`src/rtl/adder_arbiter_if.sv`:
```
`timescale 1ns/1ps
`default_nettype none
// ============================================================================
//  Module   : adder_arbiter_if
//  Purpose  : Bundles the requester operand handshake and the shared result
//             handshake of adder_arbiter into one port.
//  Signals  : req_valid/req_ready  per-requester operand handshake
//             req_a/req_b          packed operands, requester i at [i*WIDTH +: WIDTH]
//             res_valid/res_ready  result handshake
//             res_sum/res_id       registered sum and winning requester index
//  Modports : slave  - the arbiter
//             master - requesters and result consumer
//  Config   : ADDER_ARB_CARRY_EN widens res_sum by one bit to keep the carry.
//  Revision : 1.0 - initial release
// ============================================================================
interface adder_arbiter_if #(
  parameter int NUM_REQ = 4,
  parameter int WIDTH   = 4
);
  localparam int IDW = $clog2(NUM_REQ);
`ifdef ADDER_ARB_CARRY_EN
  localparam int RW = WIDTH + 1;
`else
  localparam int RW = WIDTH;
`endif

  logic [NUM_REQ-1:0]       req_valid;
  logic [NUM_REQ-1:0]       req_ready;
  logic [NUM_REQ*WIDTH-1:0] req_a;
  logic [NUM_REQ*WIDTH-1:0] req_b;
  logic                     res_valid;
  logic                     res_ready;
  logic [RW-1:0]            res_sum;
  logic [IDW-1:0]           res_id;

  modport slave (
    input  req_valid, req_a, req_b, res_ready,
    output req_ready, res_valid, res_sum, res_id
  );

  modport master (
    output req_valid, req_a, req_b, res_ready,
    input  req_ready, res_valid, res_sum, res_id
  );
endinterface
`default_nettype wire

```
`src/rtl/adder_arbiter.sv`:
```
`timescale 1ns/1ps
`default_nettype none
// ============================================================================
//  Module   : adder_arbiter
//  Purpose  : Round-robin arbiter sharing one nibble adder among NUM_REQ
//             requesters. One operand pair is granted per cycle; its sum and
//             requester index land in a one-entry output register.
//  Ports    : clk  - clock, rising edge
//             rst  - synchronous active-high reset
//             bus  - adder_arbiter_if.slave (operand and result handshakes)
//  Config   : ADDER_ARB_CARRY_EN defined -> res_sum is WIDTH+1 bits (carry
//             kept); undefined -> res_sum is WIDTH bits, wraps mod 2^WIDTH.
//  Revision : 1.0 - initial release
// ============================================================================
module adder_arbiter #(
  parameter int NUM_REQ = 4,
  parameter int WIDTH   = 4
) (
  input  logic              clk,
  input  logic              rst,
  adder_arbiter_if.slave    bus
);
  localparam int IDW = $clog2(NUM_REQ);
`ifdef ADDER_ARB_CARRY_EN
  localparam int RW = WIDTH + 1;
`else
  localparam int RW = WIDTH;
`endif

  logic [IDW-1:0]     ptr;
  logic [IDW-1:0]     winner;
  logic [IDW-1:0]     cand;
  logic               found;
  logic               can_accept;
  logic               accept;
  logic [NUM_REQ-1:0] ready;
  logic [WIDTH-1:0]   a_g;
  logic [WIDTH-1:0]   b_g;
  logic [RW-1:0]      sum;

  // Search starts at ptr and wraps; the first valid requester wins.
  always_comb begin
    found  = 1'b0;
    winner = '0;
    cand   = '0;
    for (int k = 0; k < NUM_REQ; k++) begin
      cand = IDW'((int'(ptr) + k) % NUM_REQ);
      if (!found && bus.req_valid[cand]) begin
        found  = 1'b1;
        winner = cand;
      end
    end
  end

  // The slot can take a new result when empty or being drained this cycle.
  assign can_accept = !bus.res_valid || bus.res_ready;
  // Reset suppresses every grant for the whole reset cycle.
  assign accept     = !rst && can_accept && found;
  assign ready      = accept ? (NUM_REQ'(1) << winner) : '0;
  assign bus.req_ready = ready;

  // Operand mux over constant slices keeps the select free of variable part-selects.
  always_comb begin
    a_g = '0;
    b_g = '0;
    for (int i = 0; i < NUM_REQ; i++) begin
      if (winner == IDW'(i)) begin
        a_g = bus.req_a[i*WIDTH +: WIDTH];
        b_g = bus.req_b[i*WIDTH +: WIDTH];
      end
    end
  end

  // Operands are zero-extended to RW so the carry survives only when RW > WIDTH.
  assign sum = RW'(a_g) + RW'(b_g);

  always_ff @(posedge clk) begin
    if (rst) begin
      bus.res_valid <= 1'b0;
      bus.res_sum   <= '0;
      bus.res_id    <= '0;
      ptr           <= '0;
    end else if (accept) begin
      // Covers both a fresh fill and drain-plus-refill: no bubble.
      bus.res_valid <= 1'b1;
      bus.res_sum   <= sum;
      bus.res_id    <= winner;
      ptr           <= (winner == IDW'(NUM_REQ - 1)) ? '0 : winner + 1'b1;
    end else if (bus.res_valid && bus.res_ready) begin
      bus.res_valid <= 1'b0;
    end
  end
endmodule
`default_nettype wire

```
`src/flat_wrapper.sv`:
```
// flat-port wrapper written by rule: the top's interface ports become plain ports
module adder_arbiter_flat 
#(
  parameter int NUM_REQ = 4,
  parameter int WIDTH   = 4
)
  (clk, rst, bus_req_valid, bus_req_a, bus_req_b, bus_res_ready, bus_req_ready, bus_res_valid, bus_res_sum, bus_res_id);
  adder_arbiter_if #(.NUM_REQ(NUM_REQ), .WIDTH(WIDTH)) bus_i ();
  input  logic clk;
  input  logic rst;
  input wire logic [$bits(bus_i.req_valid)-1:0] bus_req_valid;
  input wire logic [$bits(bus_i.req_a)-1:0] bus_req_a;
  input wire logic [$bits(bus_i.req_b)-1:0] bus_req_b;
  input wire logic [$bits(bus_i.res_ready)-1:0] bus_res_ready;
  output wire logic [$bits(bus_i.req_ready)-1:0] bus_req_ready;
  output wire logic [$bits(bus_i.res_valid)-1:0] bus_res_valid;
  output wire logic [$bits(bus_i.res_sum)-1:0] bus_res_sum;
  output wire logic [$bits(bus_i.res_id)-1:0] bus_res_id;
  assign bus_i.req_valid = bus_req_valid;
  assign bus_i.req_a = bus_req_a;
  assign bus_i.req_b = bus_req_b;
  assign bus_i.res_ready = bus_res_ready;
  assign bus_req_ready = bus_i.req_ready;
  assign bus_res_valid = bus_i.res_valid;
  assign bus_res_sum = bus_i.res_sum;
  assign bus_res_id = bus_i.res_id;
  adder_arbiter #(.NUM_REQ(NUM_REQ), .WIDTH(WIDTH)) u_core (.clk(clk), .rst(rst), .bus(bus_i));
endmodule
```
`config.mk`:
```
export PLATFORM = sky130hd
export DESIGN_NAME = adder_arbiter_flat
export DESIGN_NICKNAME = d
export VERILOG_FILES = /design/src/rtl/adder_arbiter_if.sv /design/src/rtl/adder_arbiter.sv /design/src/flat_wrapper.sv
export SDC_FILE = /design/constraint.sdc
export NUM_CORES = 1
export LEC_CHECK = 0
export BUFFER_PORTS_ARGS = -buffer_cell sky130_fd_sc_hd__buf_2
export CORE_ASPECT_RATIO = 0.8
export CORE_UTILIZATION = 40
export CTS_BUF_LIST = sky130_fd_sc_hd__clkbuf_4
export DETAILED_ROUTE_END_ITERATION = 7
export PLACE_DENSITY = 0.82
export SLEW_MARGIN = 0
export SYNTH_ARGS = -nofsm -noshare
export SYNTH_HDL_FRONTEND = slang
export SYNTH_SLANG_ARGS = --single-unit
```
`constraint.sdc`:
```
create_clock -name clk -period 3.76 [get_ports clk]
set_clock_uncertainty 0.2 [all_clocks]
set_input_delay 0.752 -clock clk [delete_from_list [all_inputs] [get_ports clk]]
set_output_delay 0.752 -clock clk [all_outputs]
set_load 0.02 [all_outputs]
```
---- Word-level counts from Yosys, hierarchy flattened ----
Index checks and enable logic that the tools add are counted.
storage, ports and cells
  flip-flop bits (word level) ............. 9
  output and inout bits ................... 11
operators by class
  mux-type cells .......................... 28
  equal/unequal tests ..................... 3
  $lt $le $gt $ge ......................... 4
  add/subtract/negate cells ............... 5
  shifts and indexed selects .............. 1
  reductions and logical operators ........ 14
operators with widths
  cell                   count
  $mux W4                9
  $lt A2 B3 Y1 const B   4
  $mux W1                10
  $mux W2                5
  $bmux W1 S2            4
  $logic_and A1 B1 Y1    6
  $logic_not A1 Y1       5
  $add A2 B1 Y2 const B  2
  $add A2 B2 Y2 const B  2
  $add A4 B4 Y4          1
  $eq A2 B2 Y1 const B   2
  $shl A1 B2 Y4 const A  1
  $eq A2 B1 Y1 const B   1
  $logic_not A2 Y1       1
  $reduce_bool A2 Y1     1
  $logic_or A1 B1 Y1     1

---- Longest topological paths before layout ----
  depth after elaboration ................. 18
  mapped depth ............................ 15
  mapped depth without buffers ............ 14

---- Worst setup path before layout ----
No wires, ideal clock.
  path type ............................... in2reg
  from .................................... input bus_req_valid[1]
  to ...................................... register u_core.bus.res_sum[3]
  data required time ...................... 3.481 ns
  path slack .............................. -0.152 ns
  stages .................................. 12
  buffers on the path ..................... 1
  data arrival time ....................... 3.633 ns
  cell sequence ........................... or4_4 > and2_2 > ha_1 > clkbuf_1 > nor2b_1 > a221oi_1 > o31ai_1 > ha_1 > a21o_1 > a21o_1 > or2_2 > o211ai_1
between the ends
  cells in the longest elaborated chain, start to end .. 18
  elaborated cells between the ends (all ways) .. 36
  classes of those cells .................. 1 x add/sub; 3 x eq/ne; 24 x mux; 8 x reduce/logical
ends and longest elaborated chain
  what                           RTL line                source
  start: declaration             flat_wrapper.sv:11      input wire logic [$bits(bus_i.req_valid)-1:0] bus_req_valid;
  $bmux W1 S2                    adder_arbiter.sv:48     if (!found && bus.req_valid[cand]) begin
  $mux W1 (not written as such)  adder_arbiter.sv:48
  $mux W1                        adder_arbiter.sv:48
  $logic_not A1 Y1               adder_arbiter.sv:48
  $logic_and A1 B1 Y1            adder_arbiter.sv:48
  $mux W1                        adder_arbiter.sv:48
  $logic_not A1 Y1               adder_arbiter.sv:48
  $logic_and A1 B1 Y1            adder_arbiter.sv:48
  $mux W1                        adder_arbiter.sv:48
  $logic_not A1 Y1               adder_arbiter.sv:48
  $logic_and A1 B1 Y1            adder_arbiter.sv:48
  $mux W2 (*)                    adder_arbiter.sv:48
  via u_core.winner[0]           adder_arbiter.sv:31     logic [IDW-1:0] winner;
  $logic_not A2 Y1               adder_arbiter.sv:67     if (winner == IDW'(i)) begin
  $mux W4 (4 in a row)           adder_arbiter.sv:67
  $add A4 B4 Y4 (*)              adder_arbiter.sv:75     assign sum = RW'(a_g) + RW'(b_g);
  end signal: assignment         adder_arbiter.sv:86     bus.res_sum <= sum;
  end: declaration               adder_arbiter_if.sv:38  output req_ready, res_valid, res_sum, res_id
The timed path passes the listed nets; every way through them passes the cells marked *. The select of a mux whose other input is x is not followed.
A chain may end at the register's enable or synchronous reset.

---- Final worst setup path ----
Same ends and word-level chain as after synthesis.

==> impl_summary.log <==
[metrics] CTS tree: built
[metrics] dominant cell type by area after synthesis: sky130_fd_sc_hd__dfxtp_1
[metrics] chain of cells forming the critical path: buf_2, buf_4, nor3b_1, a211oi_2, and2_2, ha_4, nor2b_4, a221oi_2, o31ai_2, ha_1, a21o_1, a21o_1, or2_2, o211ai_1
[metrics] Net count, final: 220
[metrics] vias in the first global route: approximately 970
[metrics] layout filler cell count: between 150 and 200
[metrics] site row count: 14
[metrics] Max-slew headroom: 74.11%
[metrics] most common cell after layout, fill and taps aside: sky130_fd_sc_hd__buf_2
[metrics] termination of the worst setup path: u_core.bus.res_sum[3]
[metrics] largest cells by area after synthesis: sky130_fd_sc_hd__dfxtp_1, sky130_fd_sc_hd__ha_1, sky130_fd_sc_hd__nand2_1
[metrics] share of synthesized flip-flops with an asynchronous set or reset: 0%
[metrics] clk_lat worst skew: approximately 0.26 ns
[metrics] post-synthesis sequential element count: 9
[metrics] clock buffers created by TritonCTS: 3
[metrics] Final Routed Wirelength: 2691 um
[metrics] count of flip-flops with a built-in enable after synthesis: 0
[metrics] number of I/O port buffers: 49
[metrics] horizontal die dimension: around 54 um
[metrics] Critical Path RT: roughly 3.8 ns
[metrics] Initial Utilization: between 40% and 50%
[metrics] most instantiated flip-flop cell in the synthesis netlist: sky130_fd_sc_hd__dfxtp_1
[metrics] biggest fanout along the worst timing path: 5
[metrics] crit path launch type: primary input
[metrics] area growth from synthesis to layout: 51.58%
[metrics] final setup violation count: 0
[metrics] number of diodes added for antenna fixing: 0
[metrics] leading cell types in the layout, fill and taps excluded: sky130_fd_sc_hd__buf_2, sky130_fd_sc_hd__nand2_1, sky130_fd_sc_hd__buf_4
[metrics] total power draw: 803.0 uW
[metrics] clock buffer depth: 2
[metrics] endpoint of the worst-slack reg-to-reg timing path: u_core.bus.res_sum[3]
[metrics] number of antenna violations at the first check in global routing: 0
[metrics] Peak Freq: 0.2773 GHz
[metrics] MaxCap Viol Count: 0
[metrics] longest individual stage delay on the worst path: between 0.3 and 0.4 ns
[metrics] Synth Net Count: around 160
[metrics] worst min-delay path class: register to register
[metrics] launch point of the critical path: bus_req_valid[1]
[metrics] clock root buffer master: sky130_fd_sc_hd__clkbuf_4
[metrics] post-layout min period: 3.606 ns
[metrics] signal arrival time at the worst endpoint: about 3.6 ns
[metrics] worst reg2reg path depth: 12
[metrics] Clk pin slew, worst setup/hold paths: approximately 0.06 ns
[metrics] vias per cell: about 5.4
[metrics] register area share after synthesis: 20.69%
[metrics] final HPWL from detailed placement: roughly 2200 um
[metrics] category of the critical setup timing path: primary input to register
[metrics] final weighted congestion in routability-driven placement: 0.9594
[metrics] Hold-fix buffers, CTS: 0
[metrics] Synth Instances: roughly 110
[metrics] first-pass iteration count of the detailed router: 4
[metrics] run status: complete, no violations
[metrics] Hold Fails Final Rpt: 0
[metrics] startpoint of the lowest-slack register-to-register path: u_core.ptr[0]
[metrics] Fin Setup TNS: 0 ns
[metrics] count of buffer and inverter cells on the critical path: 2
[metrics] most common cell type on the critical path: sky130_fd_sc_hd__a21o_1
[metrics] vias after detailed routing: 1,058
[metrics] Static Leak: around 0.00067 uW
[metrics] dominant delay contributor by cell family on the critical path: simple AND/OR/NAND/NOR gates
[metrics] Post-CTS Repair Setup Buffers: 0
[metrics] number of distinct standard cells referenced by the synthesized netlist: 39
[metrics] mean post-synth cell area: between 8 and 9 sq um
[metrics] largest net degree at the start of global routing: 12
[metrics] die boundary height: ~44 um
[metrics] drc violations: 0
[metrics] GRT Total Usage: 24.34%
[metrics] number of DRC markers in iteration 0: 43
[metrics] CTS sink cnt: 9
[metrics] share of the cycle needed by the critical path after routing: 95.90%
[metrics] CTS H-Tree Depth: 1
[metrics] cell with the largest stage delay on the worst path: sky130_fd_sc_hd__nor3b_1
[metrics] floorplan die area: roughly 2400 sq um
[metrics] proportion of layout cells with a drive suffix above 1: 52.33%
[metrics] Peak VDD IR: just over 400 uV
[metrics] cell area after technology mapping: around 870 sq um
[metrics] cell count along the critical path: 14
[metrics] worst reg-to-reg setup slack: approximately 0.47 ns
[metrics] count of warnings emitted by yosys: 0
[metrics] Crit. End Element: register
[metrics] share of the synthesized area in the top cell type: 20.69%
[metrics] global route overflow: 0
[metrics] final setup slack of the worst path: between 0.15 and 0.2 ns
[metrics] average detailed-routed wire length per instance: approximately 14 um
[metrics] global-route wire length before repair: between 4000 and 5000 um
[metrics] actual slew at the worst max-slew pin: 0.3876 ns
[metrics] antenna viol nets, final: 0
[metrics] pwr/cell area: between 600 and 700 nW/um^2
[metrics] worst slack at placement: -0.2812 ns
[metrics] number of ports placed on the die boundary: 50
[metrics] final-report max-slew violation count: 0
[metrics] area inside the core boundary: 1962 sq um
==> per-layer routing <==
metal	vias to the layer above	wire length, um	global-route usage [%]
met2	41	1347	41.95
met3	8	159	8.772
met5	-	0	0
met4	0	44	5.128
li1	522	-	-
met1	487	1140	28.54
==> synthesized netlist by cell type, types with 2 or more instances <==
master	instances
sky130_fd_sc_hd__ha_1	7
sky130_fd_sc_hd__o22ai_1	2
sky130_fd_sc_hd__and2_4	4
sky130_fd_sc_hd__o31ai_1	5
sky130_fd_sc_hd__o21ai_1	3
sky130_fd_sc_hd__clkbuf_1	3
sky130_fd_sc_hd__a21oi_1	5
sky130_fd_sc_hd__nor2b_1	8
sky130_fd_sc_hd__inv_1	3
sky130_fd_sc_hd__a21o_1	2
sky130_fd_sc_hd__a221oi_1	5
sky130_fd_sc_hd__o21ai_0	4
sky130_fd_sc_hd__a22oi_1	2
sky130_fd_sc_hd__or2_2	2
sky130_fd_sc_hd__nand3_1	4
sky130_fd_sc_hd__xor2_1	4
sky130_fd_sc_hd__dfxtp_1	9
sky130_fd_sc_hd__nand2_1	15
==> logic make-up after synthesis <==
| group | share of synthesized area, % |
|---|---|
| buf+inv | 4.310 |
| fa+ha+maj | 12.36 |
| xor+xnor | 5.029 |
| simple gates | 29.45 |
| compound gates | 28.16 |
| flops | 20.69 |
==> sequential cells by signal, indices dropped and copies added (netlist names) <==
register              cells
u_core.bus.res_id         2
u_core.bus.res_sum        4
u_core.bus.res_valid      1
u_core.ptr                2
==> layout make-up <==
cell class	instances	area [sq um]	share of cell area (%)
Tap cell	24	30.03	2.275
Clock buffer	4	30.03	2.275
Timing Repair Buffer	64	357.8	27.11
Sequential cell	9	180.2	13.65
Multi-Input combinational cell	91	706.9	53.55
Inverter	4	15.01	1.137
==> per-stage QoR <==
| step | util (%) | cell area [sq um] | std cells | hold WS [ns] |
|---|---|---|---|---|
| 3_5_place_dp | 63.65 | 1249 | 192 | 0.2501 |
| 4_1_cts | 65.43 | 1284 | 196 | 0.2598 |
| 5_1_grt | 67.28 | 1320 | 196 | 0.2778 |
| 3_3_place_gp | 63.65 | 1249 | 192 | 0.2323 |
| 6_report | 67.28 | 1320 | 196 | 0.2527 |
| 2_1_floorplan | - | 887.1 | 108 | 0.2754 |
==> repair_timing <==
action	4_1_cts	5_1_grt
endpoints found under the hold margin	0	0
pin swaps	0	1
gates resized for setup	1	6
cloned	0	0
setup endpoints to repair	1	1
==> power breakdown <==
part	total, uW	switching, uW	leakage (uW)	internal [uW]
Clock	81.5	33.4	0.0000184	48.1
Combinational	576	283	0.000575	292
Sequential	146	21.4	0.0000748	124
==> worst reg2reg max path, stage by stage, from the launching register on <==
cell and delay [ns]:
sky130_fd_sc_hd__dfxtp_1 0.42, sky130_fd_sc_hd__nor3b_1 0.39, sky130_fd_sc_hd__a211oi_2 0.11, sky130_fd_sc_hd__and2_2 0.24
sky130_fd_sc_hd__ha_4 0.19, sky130_fd_sc_hd__nor2b_4 0.17, sky130_fd_sc_hd__a221oi_2 0.09, sky130_fd_sc_hd__o31ai_2 0.32
sky130_fd_sc_hd__ha_1 0.30, sky130_fd_sc_hd__a21o_1 0.18, sky130_fd_sc_hd__a21o_1 0.18, sky130_fd_sc_hd__or2_2 0.27
sky130_fd_sc_hd__o211ai_1 0.16
==> worst min-delay path by stage <==
stage	from	end	slack [ns]	depth (start not counted)
3_5_place_dp	u_core.bus.res_sum[0]	u_core.bus.res_sum[0]	0.25	2
5_1_grt	u_core.bus.res_id[0]	u_core.bus.res_id[0]	0.28	2
2_1_floorplan	u_core.ptr[1]	u_core.ptr[1]	0.28	2
4_1_cts	u_core.bus.res_sum[0]	u_core.bus.res_sum[0]	0.26	2
6_report	u_core.bus.res_sum[0]	u_core.bus.res_sum[0]	0.25	2
3_3_place_gp	u_core.bus.res_sum[1]	u_core.bus.res_sum[1]	0.23	2
Note: power is estimated with default switching activity, not from simulation.
